<file path="src/rtl/rnn_pkg.sv">
`default_nettype none
// +--------------------------------------------------------------------+
// | rnn_pkg : shared types and constants for the RNN parameter loader   |
// | Revision: 1.0                                                       |
// +--------------------------------------------------------------------+
package rnn_pkg;

    typedef enum logic [3:0] {
        S_IDLE,
        S_HDR_REQ,
        S_HDR_WAIT,
        S_DECODE,
        S_PAY_REQ,
        S_PAY_WAIT,
        S_PUSH,
        S_FINISH,
        S_ACC_GO,
        S_DONE,
        S_ERR
    } loader_state_e;

    localparam logic [31:0] RNN_A_CTRL  = 32'd0;
    localparam logic [31:0] RNN_A_INPUT = 32'd1;
    localparam logic [31:0] RNN_A_REC0  = 32'd2;
    localparam logic [31:0] RNN_A_REC1  = 32'd3;
    localparam logic [31:0] RNN_A_RBIAS = 32'd4;
    localparam logic [31:0] RNN_A_DENSE = 32'd5;
    localparam logic [31:0] RNN_A_DBIAS = 32'd6;

    localparam logic [1:0] CSR_CTRL   = 2'd0;
    localparam logic [1:0] CSR_BASE   = 2'd1;
    localparam logic [1:0] CSR_STATUS = 2'd2;
    localparam logic [1:0] CSR_COUNT  = 2'd3;

    localparam int CTRL_START = 0;
    localparam int CTRL_ABORT = 1;

    localparam int ST_BUSY    = 0;
    localparam int ST_DONE    = 1;
    localparam int ST_ERR     = 2;
    localparam int ST_ABORTED = 3;

    function automatic logic target_valid(input logic [2:0] t);
        return (t >= RNN_A_INPUT[2:0]) && (t <= RNN_A_DBIAS[2:0]);
    endfunction

endpackage
`default_nettype wire

</file>
<file path="src/rtl/rnn_loader_fetch.sv">
`default_nettype none
// +--------------------------------------------------------------------+
// | rnn_loader_fetch : single-outstanding read master with address     |
// | counter, wrap detect and captured read word.  Revision: 1.0         |
// +--------------------------------------------------------------------+
module rnn_loader_fetch #(
    parameter int ADDR_W     = 32,
    parameter int WORD_BYTES = 4
) (
    input  logic              clk,
    input  logic              rst_n,
    input  logic              load_i,
    input  logic [ADDR_W-1:0] base_i,
    input  logic              req_i,
    output logic [ADDR_W-1:0] m_addr,
    output logic              m_read,
    input  logic              m_waitrequest,
    input  logic [31:0]       m_readdata,
    input  logic              m_readdatavalid,
    output logic              accept_o,
    output logic              wrap_o,
    output logic [31:0]       word_o,
    output logic              valid_o
);

    logic [ADDR_W-1:0] addr_q;
    logic              wrap_q;
    logic              pend_q;
    logic [31:0]       word_q;
    logic [ADDR_W:0]   w_next;

    assign w_next   = {1'b0, addr_q} + (ADDR_W+1)'(WORD_BYTES);
    // A wrapped address is never put on the bus; the owner sees wrap_o instead.
    assign m_read   = req_i && !wrap_q && !pend_q;
    assign accept_o = m_read && !m_waitrequest;
    assign valid_o  = pend_q && m_readdatavalid;
    assign wrap_o   = wrap_q;
    assign m_addr   = addr_q;
    assign word_o   = word_q;

    always_ff @(posedge clk) begin
        if (!rst_n) begin
            addr_q <= '0;
            wrap_q <= 1'b0;
            pend_q <= 1'b0;
            word_q <= '0;
        end else begin
            if (load_i) begin
                addr_q <= base_i;
                wrap_q <= 1'b0;
            end else if (accept_o) begin
                addr_q <= w_next[ADDR_W-1:0];
                wrap_q <= w_next[ADDR_W];
            end
            if (accept_o) begin
                pend_q <= 1'b1;
            end else if (valid_o) begin
                pend_q <= 1'b0;
            end
            if (valid_o) begin
                word_q <= m_readdata;
            end
        end
    end

endmodule
`default_nettype wire

</file>
<file path="src/rtl/rnn_param_loader.sv">
`default_nettype none
// +--------------------------------------------------------------------+
// | rnn_param_loader : walks a parameter table in memory and replays it |
// | as accelerator register writes. Option: RNN_LOADER_AUTOSTART_EN     |
// | Revision: 1.0                                                       |
// +--------------------------------------------------------------------+
module rnn_param_loader
    import rnn_pkg::*;
#(
    parameter int ADDR_W     = 32,
    parameter int MAX_WORDS  = 1024,
    parameter int WORD_BYTES = 4
) (
    input  logic              clk,
    input  logic              rst_n,
    input  logic              s_read,
    input  logic              s_write,
    input  logic [1:0]        s_addr,
    input  logic [31:0]       s_wrdata,
    output logic [31:0]       s_rddata,
    output logic [ADDR_W-1:0] m_addr,
    output logic              m_read,
    input  logic              m_waitrequest,
    input  logic [31:0]       m_readdata,
    input  logic              m_readdatavalid,
    output logic              r_write,
    output logic [31:0]       r_addr,
    output logic [31:0]       r_data,
    output logic              irq
);

    loader_state_e     state_q, state_d;
    logic [15:0]       remain_q;
    logic [2:0]        target_q;
    logic [31:0]       count_q;
    logic [ADDR_W-1:0] base_q;
    logic              aborted_q;
    logic              abort_pend_q;
    logic [31:0]       rddata_q;

    logic        w_busy, w_ctrl_wr, w_launch, w_abort_now, w_abort;
    logic        w_req, w_accept, w_wrap, w_valid, w_push, w_go;
    logic [31:0] w_word, w_status;

    assign w_busy      = !(state_q == S_IDLE || state_q == S_DONE || state_q == S_ERR);
    assign w_ctrl_wr   = s_write && (s_addr == CSR_CTRL);
    assign w_launch    = w_ctrl_wr && !w_busy && s_wrdata[CTRL_START] && !s_wrdata[CTRL_ABORT];
    assign w_abort_now = w_ctrl_wr && w_busy && s_wrdata[CTRL_ABORT];
    assign w_abort     = w_abort_now || abort_pend_q;
    assign w_req       = (state_q == S_HDR_REQ) || (state_q == S_PAY_REQ);
    assign w_status    = {28'd0, aborted_q, state_q == S_ERR, state_q == S_DONE, w_busy};

    rnn_loader_fetch #(
        .ADDR_W     (ADDR_W),
        .WORD_BYTES (WORD_BYTES)
    ) u_fetch (
        .clk             (clk),
        .rst_n           (rst_n),
        .load_i          (w_launch),
        .base_i          (base_q),
        .req_i           (w_req),
        .m_addr          (m_addr),
        .m_read          (m_read),
        .m_waitrequest   (m_waitrequest),
        .m_readdata      (m_readdata),
        .m_readdatavalid (m_readdatavalid),
        .accept_o        (w_accept),
        .wrap_o          (w_wrap),
        .word_o          (w_word),
        .valid_o         (w_valid)
    );

    always_comb begin
        state_d = state_q;
        w_push  = 1'b0;
        w_go    = 1'b0;
        case (state_q)
            S_IDLE: if (w_launch) state_d = S_HDR_REQ;
            S_HDR_REQ, S_PAY_REQ: begin
                // An accepted read must complete before an abort can take effect.
                if (w_wrap)        state_d = S_ERR;
                else if (w_accept) state_d = (state_q == S_HDR_REQ) ? S_HDR_WAIT : S_PAY_WAIT;
                else if (w_abort)  state_d = S_ERR;
            end
            S_HDR_WAIT, S_PAY_WAIT: begin
                if (w_valid) begin
                    if (w_abort)                  state_d = S_ERR;
                    else if (state_q == S_HDR_WAIT) state_d = S_DECODE;
                    else                          state_d = S_PUSH;
                end
            end
            S_DECODE: begin
                if (w_abort)                            state_d = S_ERR;
                else if (w_word[31:16] == 16'd0)        state_d = S_FINISH;
                else if (!target_valid(w_word[2:0]))    state_d = S_ERR;
                else if (count_q >= 32'(MAX_WORDS))     state_d = S_ERR;
                else                                    state_d = S_PAY_REQ;
            end
            S_PUSH: begin
                if (w_abort) begin
                    state_d = S_ERR;
                end else begin
                    w_push = 1'b1;
                    if (remain_q == 16'd1)                    state_d = S_HDR_REQ;
                    else if (count_q + 32'd1 >= 32'(MAX_WORDS)) state_d = S_ERR;
                    else                                      state_d = S_PAY_REQ;
                end
            end
            S_FINISH: begin
                if (w_abort) state_d = S_ERR;
                else begin
`ifdef RNN_LOADER_AUTOSTART_EN
                    state_d = S_ACC_GO;
`else
                    state_d = S_DONE;
`endif
                end
            end
            S_ACC_GO: begin
                if (w_abort) state_d = S_ERR;
                else begin
                    w_go    = 1'b1;
                    state_d = S_DONE;
                end
            end
            S_DONE, S_ERR: begin
                if (w_launch)       state_d = S_HDR_REQ;
                else if (w_ctrl_wr) state_d = S_IDLE;
            end
            default: state_d = S_IDLE;
        endcase
    end

    assign r_write  = w_push || w_go;
    assign r_addr   = w_push ? {29'd0, target_q} : RNN_A_CTRL;
    assign r_data   = w_push ? w_word : 32'd0;
    assign irq      = (state_q == S_DONE) || (state_q == S_ERR);
    assign s_rddata = rddata_q;

    always_ff @(posedge clk) begin
        if (!rst_n) begin
            state_q      <= S_IDLE;
            remain_q     <= '0;
            target_q     <= '0;
            count_q      <= '0;
            base_q       <= '0;
            aborted_q    <= 1'b0;
            abort_pend_q <= 1'b0;
            rddata_q     <= '0;
        end else begin
            state_q <= state_d;
            if (s_read) begin
                case (s_addr)
                    CSR_BASE:   rddata_q <= 32'(base_q);
                    CSR_STATUS: rddata_q <= w_status;
                    CSR_COUNT:  rddata_q <= count_q;
                    default:    rddata_q <= 32'd0;
                endcase
            end
            if (s_write && (s_addr == CSR_BASE) && !w_busy) begin
                base_q <= ADDR_W'(s_wrdata);
            end
            if (w_abort_now)                aborted_q <= 1'b1;
            else if (w_ctrl_wr && !w_busy)  aborted_q <= 1'b0;
            abort_pend_q <= (abort_pend_q || w_abort_now) && (state_d != S_ERR);
            if (w_launch)    count_q <= '0;
            else if (w_push) count_q <= count_q + 32'd1;
            if (state_q == S_DECODE) begin
                remain_q <= w_word[31:16];
                target_q <= w_word[2:0];
            end else if (w_push) begin
                remain_q <= remain_q - 16'd1;
            end
        end
    end

endmodule
`default_nettype wire
</file>
<file path="config.mk">
export PLATFORM = sky130hd
export DESIGN_NAME = rnn_param_loader
export DESIGN_NICKNAME = d
export VERILOG_FILES = /design/src/rtl/rnn_pkg.sv /design/src/rtl/rnn_loader_fetch.sv /design/src/rtl/rnn_param_loader.sv
export SDC_FILE = /design/constraint.sdc
export NUM_CORES = 1
export LEC_CHECK = 0
export CAP_MARGIN = 15
export CORE_MARGIN = 2
export CORE_UTILIZATION = 52
export CTS_CLUSTER_SIZE = 24
export DETAILED_ROUTE_END_ITERATION = 8
export PLACE_DENSITY = 0.81
export SYNTH_ARGS = -nofsm -noshare
export SYNTH_HDL_FRONTEND = slang
export SYNTH_SLANG_ARGS = --single-unit
export TNS_END_PERCENT = 50
</file>
<file path="constraint.sdc">
create_clock -name clk -period 3.6 [get_ports clk]
set_input_delay 0.72 -clock clk [delete_from_list [all_inputs] [get_ports clk]]
set_output_delay 0.72 -clock clk [all_outputs]
set_load 0.1 [all_outputs]
</file>
# Yosys cells after proc, flatten, opt, wreduce, memory -nomap -nowiden
# Cells that the tools add are included.
[classes]
addsub = 3
magnitude_cmp = 4
eq_ne = 15
mux = 33
n_bitwise = 1
reduce_logical = 37
[ops]
columns = ["operator", "n"]
rows = [
  ["2-to-1 mux 32 bit", 3],
  ["case mux 32 bit (3 select lines)", 1],
  ["greater-or-equal comparator 32 x 11 -> 1 bit (second input constant)", 2],
  ["2-to-1 mux 4 bit", 15],
  ["adder 32 x 3 -> 33 bit (second input constant)", 1],
  ["adder 32 x 1 -> 32 bit (second input constant)", 1],
  ["2-to-1 mux 16 bit", 2],
  ["case mux 4 bit (7 select lines)", 1],
  ["== test 16 x 1 -> 1 bit (second input constant)", 1],
  ["== test 4 x 3 -> 1 bit (second input constant)", 4],
  ["zero test 16 bit", 1],
  ["subtractor 16 x 1 -> 16 bit (second input constant)", 1],
  ["logical AND 1 bit", 14],
  ["== test 4 bit (second input constant)", 3],
  ["OR reduction 2 bit", 5],
  ["2-to-1 mux 3 bit", 3],
  ["== test 4 x 2 -> 1 bit (second input constant)", 2],
  ["nonzero test 2 bit", 4],
  ["2-to-1 mux 1 bit", 7],
  ["logical OR 1 bit", 6],
  ["zero test 1 bit", 5],
  ["== test 2 bit (second input constant)", 2],
  ["== test 4 x 1 -> 1 bit (second input constant)", 1],
  ["zero test 4 bit", 1],
  ["other kinds (7)", 7],
]
[word_totals]
ff_bits = 187
output_inout_bits = 131
word_cells = 105

# Logic depth before layout (Yosys ltp)
# Gate-level depths: netlist of run 1.
[depth]
ltp_word = 13
mapped_depth = 9
ltp_nobuf = 8

# By module
# From an unflattened synthesis of run 1, not the netlist that was laid out.
[hier_totals]
hier_cells = 1275
area_unflattened_um2 = 9766.9
[modules_own_cells]
columns = ["module", "instances", "cells_each", "area_per_inst_um2", "seq_area_each_um2"]
rows = [
  ["rnn_param_loader", 1, 879, 6662.6, 2422.3],
  ["rnn_loader_fetch", 1, 396, 3104.2, 1321.3],
]

# Worst setup path after synthesis of run 1
# Ideal clock, no wire load.
[synth_timing]
path_kind = "in2out"
start = "in s_addr[1]"
end = "out r_write"
arrival_ps = 3554
slack_ps = -674
cell_stages = 4
cell_sequence = "clkbuf_1 and4bb_2 a31o_2 nor3_1"
[synth_via]
elab_chain_cells = 8
elab_cells_between_ends = 9
[synth_rtl]
columns = ["element", "line_no", "text"]
rows = [
  ["start: declaration", "rnn_param_loader.sv:18", "input logic [1:0] s_addr,"],
  ["zero test 2 bit *", "rnn_param_loader.sv:46", "assign w_ctrl_wr = s_write && (s_addr == CSR_CTRL);"],
  ["logical AND 1 bit *", "rnn_param_loader.sv:46", ""],
  ["logical AND 1 bit * (2 in series)", "rnn_param_loader.sv:48", "assign w_abort_now = w_ctrl_wr && w_busy && s_wrdata[CTRL_ABORT];"],
  ["logical OR 1 bit *", "rnn_param_loader.sv:49", "assign w_abort = w_abort_now || abort_pend_q;"],
  ["2-to-1 mux 1 bit *", "rnn_param_loader.sv:100, rnn_param_loader.sv:120", ""],
  ["2-to-1 mux 1 bit", "rnn_param_loader.sv:77", "case (state_q)"],
  ["logical OR 1 bit *", "rnn_param_loader.sv:134", "assign r_write = w_push || w_go;"],
  ["end: declaration", "rnn_param_loader.sv:26", "output logic r_write,"],
]
# Every way passes the cells marked *; elsewhere a longest branch is shown, timed or not.

# Final worst setup path of run 1
[layout_timing]
start = "reg state_q[3]"
end = "out r_data[9]"
[layout_via]
elab_chain_cells = 10
elab_cells_between_ends = 13
[layout_rtl]
columns = ["element", "line_no", "text"]
rows = [
  ["start: declaration", "rnn_param_loader.sv:32", "loader_state_e state_q, state_d;"],
  ["start signal: assignment", "rnn_param_loader.sv:151", "state_q <= state_d;"],
  ["== test 4 bit / zero test 4 bit (equally long branches)", "rnn_param_loader.sv:45", "assign w_busy = !(state_q == S_IDLE || state_q == S_DONE || state_q == S_ERR);"],
  ["logical OR 1 bit (2 in series)", "rnn_param_loader.sv:45", ""],
  ["zero test 1 bit", "rnn_param_loader.sv:45", ""],
  ["logical AND 1 bit (2 in series)", "rnn_param_loader.sv:48", ""],
  ["logical OR 1 bit", "rnn_param_loader.sv:49", ""],
  ["2-to-1 mux 1 bit", "rnn_param_loader.sv:100", "if (w_abort) begin"],
  ["2-to-1 mux 1 bit *", "rnn_param_loader.sv:77", ""],
  ["2-to-1 mux 32 bit *", "rnn_param_loader.sv:136", "assign r_data = w_push ? w_word : 32'd0;"],
  ["end: declaration", "rnn_param_loader.sv:28", "output logic [31:0] r_data,"],
]
# Marked as above.

==> results of run 1 <==
==> final cells by class <==
class	count	area [um^2]
repair buffers	198	2280
fillers	1505	5760
clock buffers	19	453
inverters	20	77.6
well taps	229	287
flip-flops and latches	187	3740
clock inverters	13	126
multi-input cells	960	5300
==> metrics by stage <==
step	setup slack (ps)	cell area [um^2]	hold slack (ps)	TNS (ps)	total power, mW
after CTS	420	12300	453	0	4.38
after floorplan	-65.8	9680	432	-65.8	2.46
after global routing	231	12300	481	0	4.47
after global placement	540	11700	437	0	2.56
after detailed placement	471	11700	442	0	2.57
final	417	12300	452	0	4.36
==> synth_stat cells (4+ instances only) <==
master    number
nand2_1      203
dfxtp_1      187
nor2_1       170
a21oi_1      136
clkbuf_1      81
and2_1        40
nor3_1        37
o21ai_0       37
mux2i_1       33
buf_4         32
nand3_1       30
xnor2_1       30
xor2_1        24
inv_1         20
nor4_1        18
nand4_1       16
a31oi_1       12
a211oi_1      11
a22oi_1        9
a221oi_1       8
nor2b_1        8
and3_1         7
or3_1          7
or4_1          7
a32oi_1        6
and4_1         6
buf_2          6
ha_1           5
mux2_2         5
a311oi_1       4
nand2b_1       4
==> worst max path at each step <==
stage,to,slack [ps],from
after floorplan,m_read,-70,state_q[2]
after global placement,r_data[20],540,s_addr[0]
after detailed placement,r_data[9],470,s_write
after CTS,r_data[9],420,state_q[3]
after global routing,r_data[9],230,state_q[1]
final,r_data[9],420,state_q[3]
==> critical path, stage by stage (launching register included) <==
cell       delay [ps]
dfxtp_1           460
buf_4             230
nand4bb_1         300
nor3_2            230
buf_4             330
and2_1            260
buf_12            190
==> flip-flops by register name, indices dropped and copies added, names as in the netlist, 3 cells and up <==
name            flops
remain_q           16
target_q            3
u_fetch.m_addr     32
u_fetch.word_o     32
s_rddata           32
state_q             4
count_q            32
base_q             32
==> power groups by stage <==
stage	Sequential [mW]	Clock, mW	Combinational (mW)
after floorplan	2.19	0	0.264
after global placement	2.16	0	0.408
after detailed placement	2.16	0	0.411
after CTS	2.11	1.85	0.413
after global routing	2.11	1.93	0.434
final	2.11	1.83	0.415
==> cell families (layout without fill, tap and decap cells) <==
logic type	count (synthesis)	count (layout)
other	1	29
and+or+nand+nor	575	575
buffers and inverters	142	250
AOI/OAI and AO/OA	258	258
adders and majority gates	5	5
xor gates and xnor gates	54	54
muxes	39	39
DFF	187	187
==> metal layers <==
layer	vias to the layer above	global-route usage, %	part of all wire, %
met3	64	4.85	7.0
met2	450	46.6	48
li1	4539	-	-
met5	-	0	0
met4	0	10.2	2.7
met1	4467	38.0	43
==> reports/qor.csv, run 1 <==
metric,value,unit
run_status,finished clean,
io_buffers,173,
path_class,reg -> out,
wire_per_inst,17.3,um
required,2880,ps
route.antenna.remaining_nets,0,
synth.distinct_cells,68,
r2r.worst_path.cells,7,
grt_overflow,0,
crit_path_max_fanout,37,
groute.usage.overall,28.5,%
max_freq,314,MHz
worstSetupEndpointType,output port,
timing.critical_path.arrival,2460,ps
ys.flop_type,dfxtp_1,
numPlacedInstances,1594,
post_synth_main_area_contributors,"dfxtp_1 (39%), nand2_1 (8.0%), a21oi_1 (7.1%)",
combinational_family_with_the_most_area_after_synthesis,simple AND/OR/NAND/NOR gates,
async_reset_ff_share,0,%
number_of_pins_exceeding_their_max_slew_limit_in_the_final_report,0,
inserted_clock_buffers,17,
yosys_warnings,0,
slew_at_the_pin_closest_to_its_max_slew_limit,1050,ps
number_of_instances_on_the_worst_hold_path,2,
synth_compound_area_share,16.2,%
hold_buffers,0,
final_core_utilization,68.1,%
share_clk_of_total_power,42.1,%
hold_removal_path_class,reg -> reg,
cts_max_level,4,
area_growth,28.2,%
grt_antenna_before_repair,0,
maximum_number_of_pins_on_one_net_before_global_route_repair,61,
via_count_of_the_first_global_routing_pass,8901,
first_pass_grt_wire_length,45.8,mm
dr_total_vias,9520,
finClkSkew,9.24,ps
nets,1461,
hold_end,u_fetch.word_o[8],
antenna-diode-count,0,
vias_per_cell,5.85,
average_size_of_a_mapped_cell,7.59,um^2
post_route_cells_drive_above_1_share,8.80,%
finalWirelength,28.1,mm
start_kind,register,
p_int,3.16,mW
final_min_period_over_clock_period,88.4,%
post_cts.resized_instances,0,
fp.dieW,140,um
cts.root.buffer_cell,clkbuf_16,
unrepaired_setup_endpoints_after_global_routing,false,
p_leak,4.34,nW
switching_portion_of_total_power,27.5,%
cts.repair_timing.setup_buffer_count,0,
synth_enable_flop_cells,0,
design.core.area,18000,um^2
synthXorXnorAreaFrac,4.94,%
final_period_minus_worst_setup_slack,3180,ps
mux_share_of_post_synthesis_cell_area,4.16,%
post_synthesis_instance_total,1261,
p_switching,1.20,mW
final-setup-viol-count,0,
globalplace.congestion,0.962,
synth.cell_area,9570,um^2
regToRegStartpoint,count_q[10],
final_common_cell,nand2_1,
final_hold_viol_count,0,
number_of_iterations_in_the_first_detailed_routing_pass,6,
initial_core_util,53.1,%
die_area,19500,um^2
cts_tree,done,
share_comb_of_total_power,9.5,%
fp-row-count,49,
timing.reg2reg.setup_slack,600,ps
seq_power_share,48.4,%
synth-simple-area-share,28.0,%
r2r-end,state_q[1],
hold_path.startpoint,u_fetch.word_o[8],
vdd_drop_max,0.328,mV
cellPowerDensity,355,nW/um^2
fp.dieH,140,um
yosys.area.top_type_share,39.1,%
post_synth_fa_ha_maj_area_fraction,0.654,%
fin_cells,1626,
route.detailed.drc,0,
maxCapViolCount,0,
worst_slew_margin_rel,29.9,%
detailed_place_hpwl,19.9,mm
cts.reportedPaths.clkPinSlew,70,ps
yosys.area.top_type,dfxtp_1,
commonest_cells_after_routing_fill_and_taps_aside,"nand2_1 (203), dfxtp_1 (187), nor2_1 (170)",
cts.sinks,187,
clk-insertion-delay-late,430,ps
drt_iter0_drc,978,
yosys_register_bits,187,
cts-root-to-sink-buffers,2,
ys_seq_area_share,39.1,%
floorplan.io_pins,203,
(Power assumes the default switching activity.)
==> run 2, diff against run 1 <==
- GPL_ROUTABILITY_DRIVEN: unset -> 0
- clock period: 3.6 -> 3.4 ns (I/O delays scaled with it)
==> run 2 against run 1 <==
Net effect: utilization shrank 0.73 points; flip-flop and latch count is the same; cell count shrank 0.12%; register-to-register slack lost 230 ps; final area shrank 1.1%; clock power grew 10%; critical endpoint is now r_write; highest routed layer unchanged.
==> reports/qor.csv, run 2 (synthesized netlist as in run 1, its figures left out) <==
metric,value,unit,change
run_status,finished clean,,
nets,1459,,-0.14%
area_growth,26.8,%,
route.antenna.remaining_nets,0,,unchanged
start_kind,register,,
post_route_cells_drive_above_1_share,12.9,%,+4.1 points
crit_path_max_fanout,19,,-49%
cts_tree,done,,
groute.usage.overall,28.6,%,+0.15 points
route.detailed.drc,0,,unchanged
fp.dieW,140,um,unchanged
worst_slew_margin_rel,28.1,%,-1.8 points
die_area,19500,um^2,unchanged
cts.sinks,187,,unchanged
dr_total_vias,9560,,+0.42%
inserted_clock_buffers,17,,unchanged
number_of_iterations_in_the_first_detailed_routing_pass,6,,unchanged
worst_hold_slack,451,ps,-1.52 ps
final_common_cell,nand2_1,,
cts_max_level,4,,unchanged
maxCapViolCount,0,,unchanged
critical-path-slowest-cell,dfxtp_1,,
post_cts.resized_instances,0,,unchanged
cts.reportedPaths.clkPinSlew,70,ps,about the same
max_freq,310,MHz,
final_min_period_over_clock_period,94.8,%,
detailed_place_hpwl,20.2,mm,+1.4%
final-setup-viol-count,0,,unchanged
fp.dieH,140,um,unchanged
cts-root-to-sink-buffers,2,,unchanged
antenna-diode-count,0,,unchanged
max_stage_delay,740,ps,+280 ps
slew_at_the_pin_closest_to_its_max_slew_limit,1070,ps,+27.3 ps
timing.critical_path.arrival,2540,ps,+80 ps
cts.root.buffer_cell,clkbuf_16,,
cellPowerDensity,386,nW/um^2,+8.9%
via_count_of_the_first_global_routing_pass,8782,,-1.3%
timing.reg2reg.setup_slack,370,ps,-230 ps
number_of_pins_exceeding_their_max_slew_limit_in_the_final_report,0,,unchanged
grt_antenna_before_repair,0,,unchanged
n_fill_cell,1447,,-3.9%
cts.repair_timing.setup_buffer_count,0,,unchanged
finalWirelength,28.5,mm,+1.5%
hold_buffers,0,,unchanged
drt_iter0_drc,891,,-8.9%
vias_per_cell,5.89,,+0.54%
finClkSkew,10.2,ps,+1.01 ps
maximum_number_of_pins_on_one_net_before_global_route_repair,60,,-1.6%
unrepaired_setup_endpoints_after_global_routing,false,,
path_class,reg -> out,,
final_hold_viol_count,0,,unchanged
wire_per_inst,17.6,um,+1.6%
vdd_drop_max,0.359,mV,+9.3%
worst_slack,176,ps,-242 ps
post_route_setup_tns,0,ps,unchanged
initial_core_util,53.1,%,unchanged
p_leak,4.46,nW,+2.8%
path_cells,"nor2b_1, or4_1, a31o_2, nor3_2, buf_12",,
pre_cts_ws,319,ps,-152 ps
floorplan.io_pins,203,,unchanged
io_buffers,173,,unchanged
worstSetupEndpointType,output port,,
final_period_minus_worst_setup_slack,3220,ps,
grt_overflow,0,,unchanged
first_pass_grt_wire_length,45.6,mm,-0.39%
commonest_cells_after_routing_fill_and_taps_aside,"nand2_1 (203), dfxtp_1 (187), nor2_1 (170)",,
clk-insertion-delay-late,440,ps,about the same
fp-row-count,49,,unchanged
hold_removal_path_class,reg -> reg,,
design.core.area,18000,um^2,unchanged
required,2720,ps,-160 ps
[run 2: cell types whose count changed in the layout (fill, tap and decap cells not counted), sizes merged]
cell,change
bufinv,+2
buf,+56
clkinv,-2
clkbuf,-1
clkinvlp,+1
clkdlybuf4s50,-58
[run 2: power by group]
part	leakage, nW	internal [mW]	switching, mW
logic	2.67	0.124	0.314
registers	1.51	2.21	0.0234
clock network	0.286	1.10	0.917
total	4.46	3.44	1.25
[run 2: critical path: cells and delay by family (launching register included)]
kind                   cells  cell delay (ps)
and+or+nand+nor            3              870
AOI/OAI and AO/OA          1              280
DFF                        1              740
buffers and inverters      1              210
[run 2: routing by layer]
metal	GRT usage [%]	share of wire (%)	vias up
li1	-	-	4538
met1	38.8	42	4457
met2	45.0	46	497
met3	6.02	9.0	68
met4	10.8	3.0	0
met5	0	0	-
[run 2: final timing paths]
path | from | to | depth (start not counted)
worst max-delay path | state_q[3] | r_write | 5
worst min-delay path | u_fetch.word_o[14] | u_fetch.word_o[14] | 2
worst max register to register | count_q[10] | state_q[1] | 7
worst min register to register | u_fetch.word_o[14] | u_fetch.word_o[14] | 2
[run 2: final cells by class]
class / count / area, um^2 / area share, %
clock buffer: 18 / 429 / 3.54
clock inverter: 14 / 160 / 1.32
inverter: 20 / 77.6 / 0.639
multi-input combinational: 960 / 5310 / 43.8
sequential: 187 / 3740 / 30.8
tap: 229 / 287 / 2.36
timing repair buffer: 196 / 2130 / 17.5
[run 2: through the flow]
stage	total power, mW	cells	utilization [%]	cell area, um^2
floorplan	2.60	1289	-	9690
global placement	2.71	1592	64.1	11500
detailed placement	2.72	1592	64.1	11500
CTS	4.71	1624	67.3	12100
global route	4.82	1624	67.3	12100
finish	4.69	1624	67.3	12100
==> run 3, diff against run 2 <==
==> constraint.sdc (replaced) <==
create_clock -name clk -period 3.4 [get_ports clk]
set_input_delay 1.02 -clock clk [delete_from_list [all_inputs] [get_ports clk]]
set_output_delay 1.02 -clock clk [all_outputs]
set_load 0.1 [all_outputs]
==> run 3 against run 2 <==
Net effect: utilization is 1.8 points higher; final area grew 2.7%; via count increased by 2.1%; clock-buffer cell count up 2; hold slack better by 4.3 ps; flip-flop and latch count unchanged; combinational power is 2% higher; critical path depth rose by 2; highest routed layer is now met5; cell count is 1.4% higher; total power is 3.4% lower; wire length grew 2.2%.
==> reports/qor.csv, run 3 (synthesized netlist as in run 1, its figures left out) <==
metric,value,unit,change
run_status,finished clean,,
via_count_of_the_first_global_routing_pass,8742,,-0.46%
hold_buffers,0,,unchanged
commonest_cells_after_routing_fill_and_taps_aside,"nand2_1 (203), dfxtp_1 (186), nor2_1 (170)",,
nets,1481,,+1.5%
fp-row-count,49,,unchanged
design.core.area,18000,um^2,unchanged
initial_core_util,53.1,%,unchanged
dr_total_vias,9763,,+2.1%
p_leak,4.63,nW,+3.7%
finalWirelength,29.2,mm,+2.2%
pre_cts_ws,-316,ps,-635 ps
path_class,in -> out,,
groute.usage.overall,28.5,%,-0.12 points
final_min_period_over_clock_period,98.0,%,+3.2 points
final_hold_viol_count,0,,unchanged
route.top_layer_used,met5,,
timing.critical_path.arrival,2310,ps,-230 ps
vias_per_cell,5.93,,+0.76%
antenna-diode-count,0,,unchanged
met1_length,12.4,mm,+3.4%
maxCapViolCount,0,,unchanged
cts.root.buffer_cell,clkbuf_16,,
fp.dieW,140,um,unchanged
met3RoutedLength,2.59,mm,+0.90%
final_common_cell,nand2_1,,
die_area,19500,um^2,unchanged
grt_antenna_before_repair,1,,+1
route.detailed.drc,0,,unchanged
drt_iter0_drc,1059,,+19%
vdd_drop_max,0.381,mV,+6.3%
max_freq,300,MHz,-3.2%
finClkSkew,9.30,ps,-0.951 ps
clk-insertion-delay-late,430,ps,about the same
area_growth,30.2,%,
required,2380,ps,-340 ps
cts_max_level,4,,unchanged
worstSetupEndpointType,output port,,
slew_at_the_pin_closest_to_its_max_slew_limit,932,ps,-143 ps
worst_hold_slack,455,ps,+4.32 ps
maximum_number_of_pins_on_one_net_before_global_route_repair,50,,-17%
grt_overflow,0,,unchanged
final_period_minus_worst_setup_slack,3330,ps,+107 ps
worst_slew_margin_rel,37.8,%,+9.7 points
post_route_cells_drive_above_1_share,17.2,%,+4.3 points
route.met2.wl,13.6,mm,+3.3%
detailed_place_hpwl,20.5,mm,+1.7%
worst_slack,68.3,ps,-107 ps
cts.sinks,187,,unchanged
cts_tree,done,,
number_of_iterations_in_the_first_detailed_routing_pass,6,,unchanged
cts.reportedPaths.clkPinSlew,70,ps,about the same
post_route_setup_tns,0,ps,unchanged
final-setup-viol-count,0,,unchanged
hold_removal_path_class,reg -> reg,,
unrepaired_setup_endpoints_after_global_routing,false,,
crit_path_max_fanout,8,,-11
cts-root-to-sink-buffers,2,,unchanged
wire_per_inst,17.7,um,+0.83%
floorplan.io_pins,203,,unchanged
route.antenna.remaining_nets,0,,unchanged
cellPowerDensity,364,nW/um^2,-5.9%
fp.dieH,140,um,unchanged
inserted_clock_buffers,17,,unchanged
start_kind,input port,,
number_of_pins_exceeding_their_max_slew_limit_in_the_final_report,0,,unchanged
first_pass_grt_wire_length,45.4,mm,-0.45%
io_buffers,173,,unchanged
report.power.total,4.53,mW,-3.4%
-- run 3: changes by cell type in the layout (fill, tap and decap cells not counted), moves of 3 or more --
cell	change
buf_12	+4
clkdlybuf4s50_1	-7
inv_6	-3
buf_4	+19
and2_4	+35
buf_16	+3
and2_1	-34
-- run 3: metal layers --
| metal | global-route usage, % | vias to the layer above |
|---|---|---|
| met2 | 44.4 | 546 |
| li1 | - | 4581 |
| met5 | 0 | - |
| met1 | 40.1 | 4571 |
| met3 | 6.37 | 63 |
| met4 | 7.53 | 2 |
-- run 3: path summary, 6_finish.rpt --
check                    start                end  slack, ps  depth (start not counted)
max                  s_addr[0]         r_data[30]         70                          7
min          u_fetch.word_o[6]  u_fetch.word_o[6]        460                          2
max reg2reg        count_q[10]         state_q[1]        270                          7
min reg2reg  u_fetch.word_o[6]  u_fetch.word_o[6]        460                          2
-- run 3: metrics by stage --
stage	cell area, um^2	util [%]	instances
2_1_floorplan	9760	-	1289
3_3_place_gp	11800	65.3	1607
3_5_place_dp	11800	65.3	1607
4_1_cts	12500	69.2	1648
5_1_grt	12500	69.1	1646
6_report	12500	69.1	1646
-- run 3: layout make-up --
type | count | area, um^2
Fill cell | 1447 | 5560
Tap cell | 229 | 287
Clock inverter | 12 | 91.3
Multi-Input combinational cell | 960 | 5430
Sequential cell | 187 | 3740
Clock buffer | 20 | 447
Timing Repair Buffer | 218 | 2390
Inverter | 20 | 77.6
-- run 3: worst max-delay path, cell delays in order --
cell	delay (ps)
clkbuf_4	160
and4bb_2	290
nor3_4	180
buf_4	200
buf_12	140
and2_4	150
buf_12	170
-- run 3: power breakdown --
group          switching [mW]  total (mW)  internal [mW]  leakage, nW
sequential             0.0293        2.24           2.21         1.51
combinational           0.319       0.448          0.129         2.86
clock                   0.881        1.84          0.962        0.254
-- run 3: timing repair --
| item | 4_1_cts | 5_1_grt |
|---|---|---|
| pin swaps | 2 | 2 |
| buffers inserted | 6 | 0 |
| endpoints found under the setup margin | 36 | 36 |
| cloned | 3 | 0 |
| resized for setup | 50 | 3 |
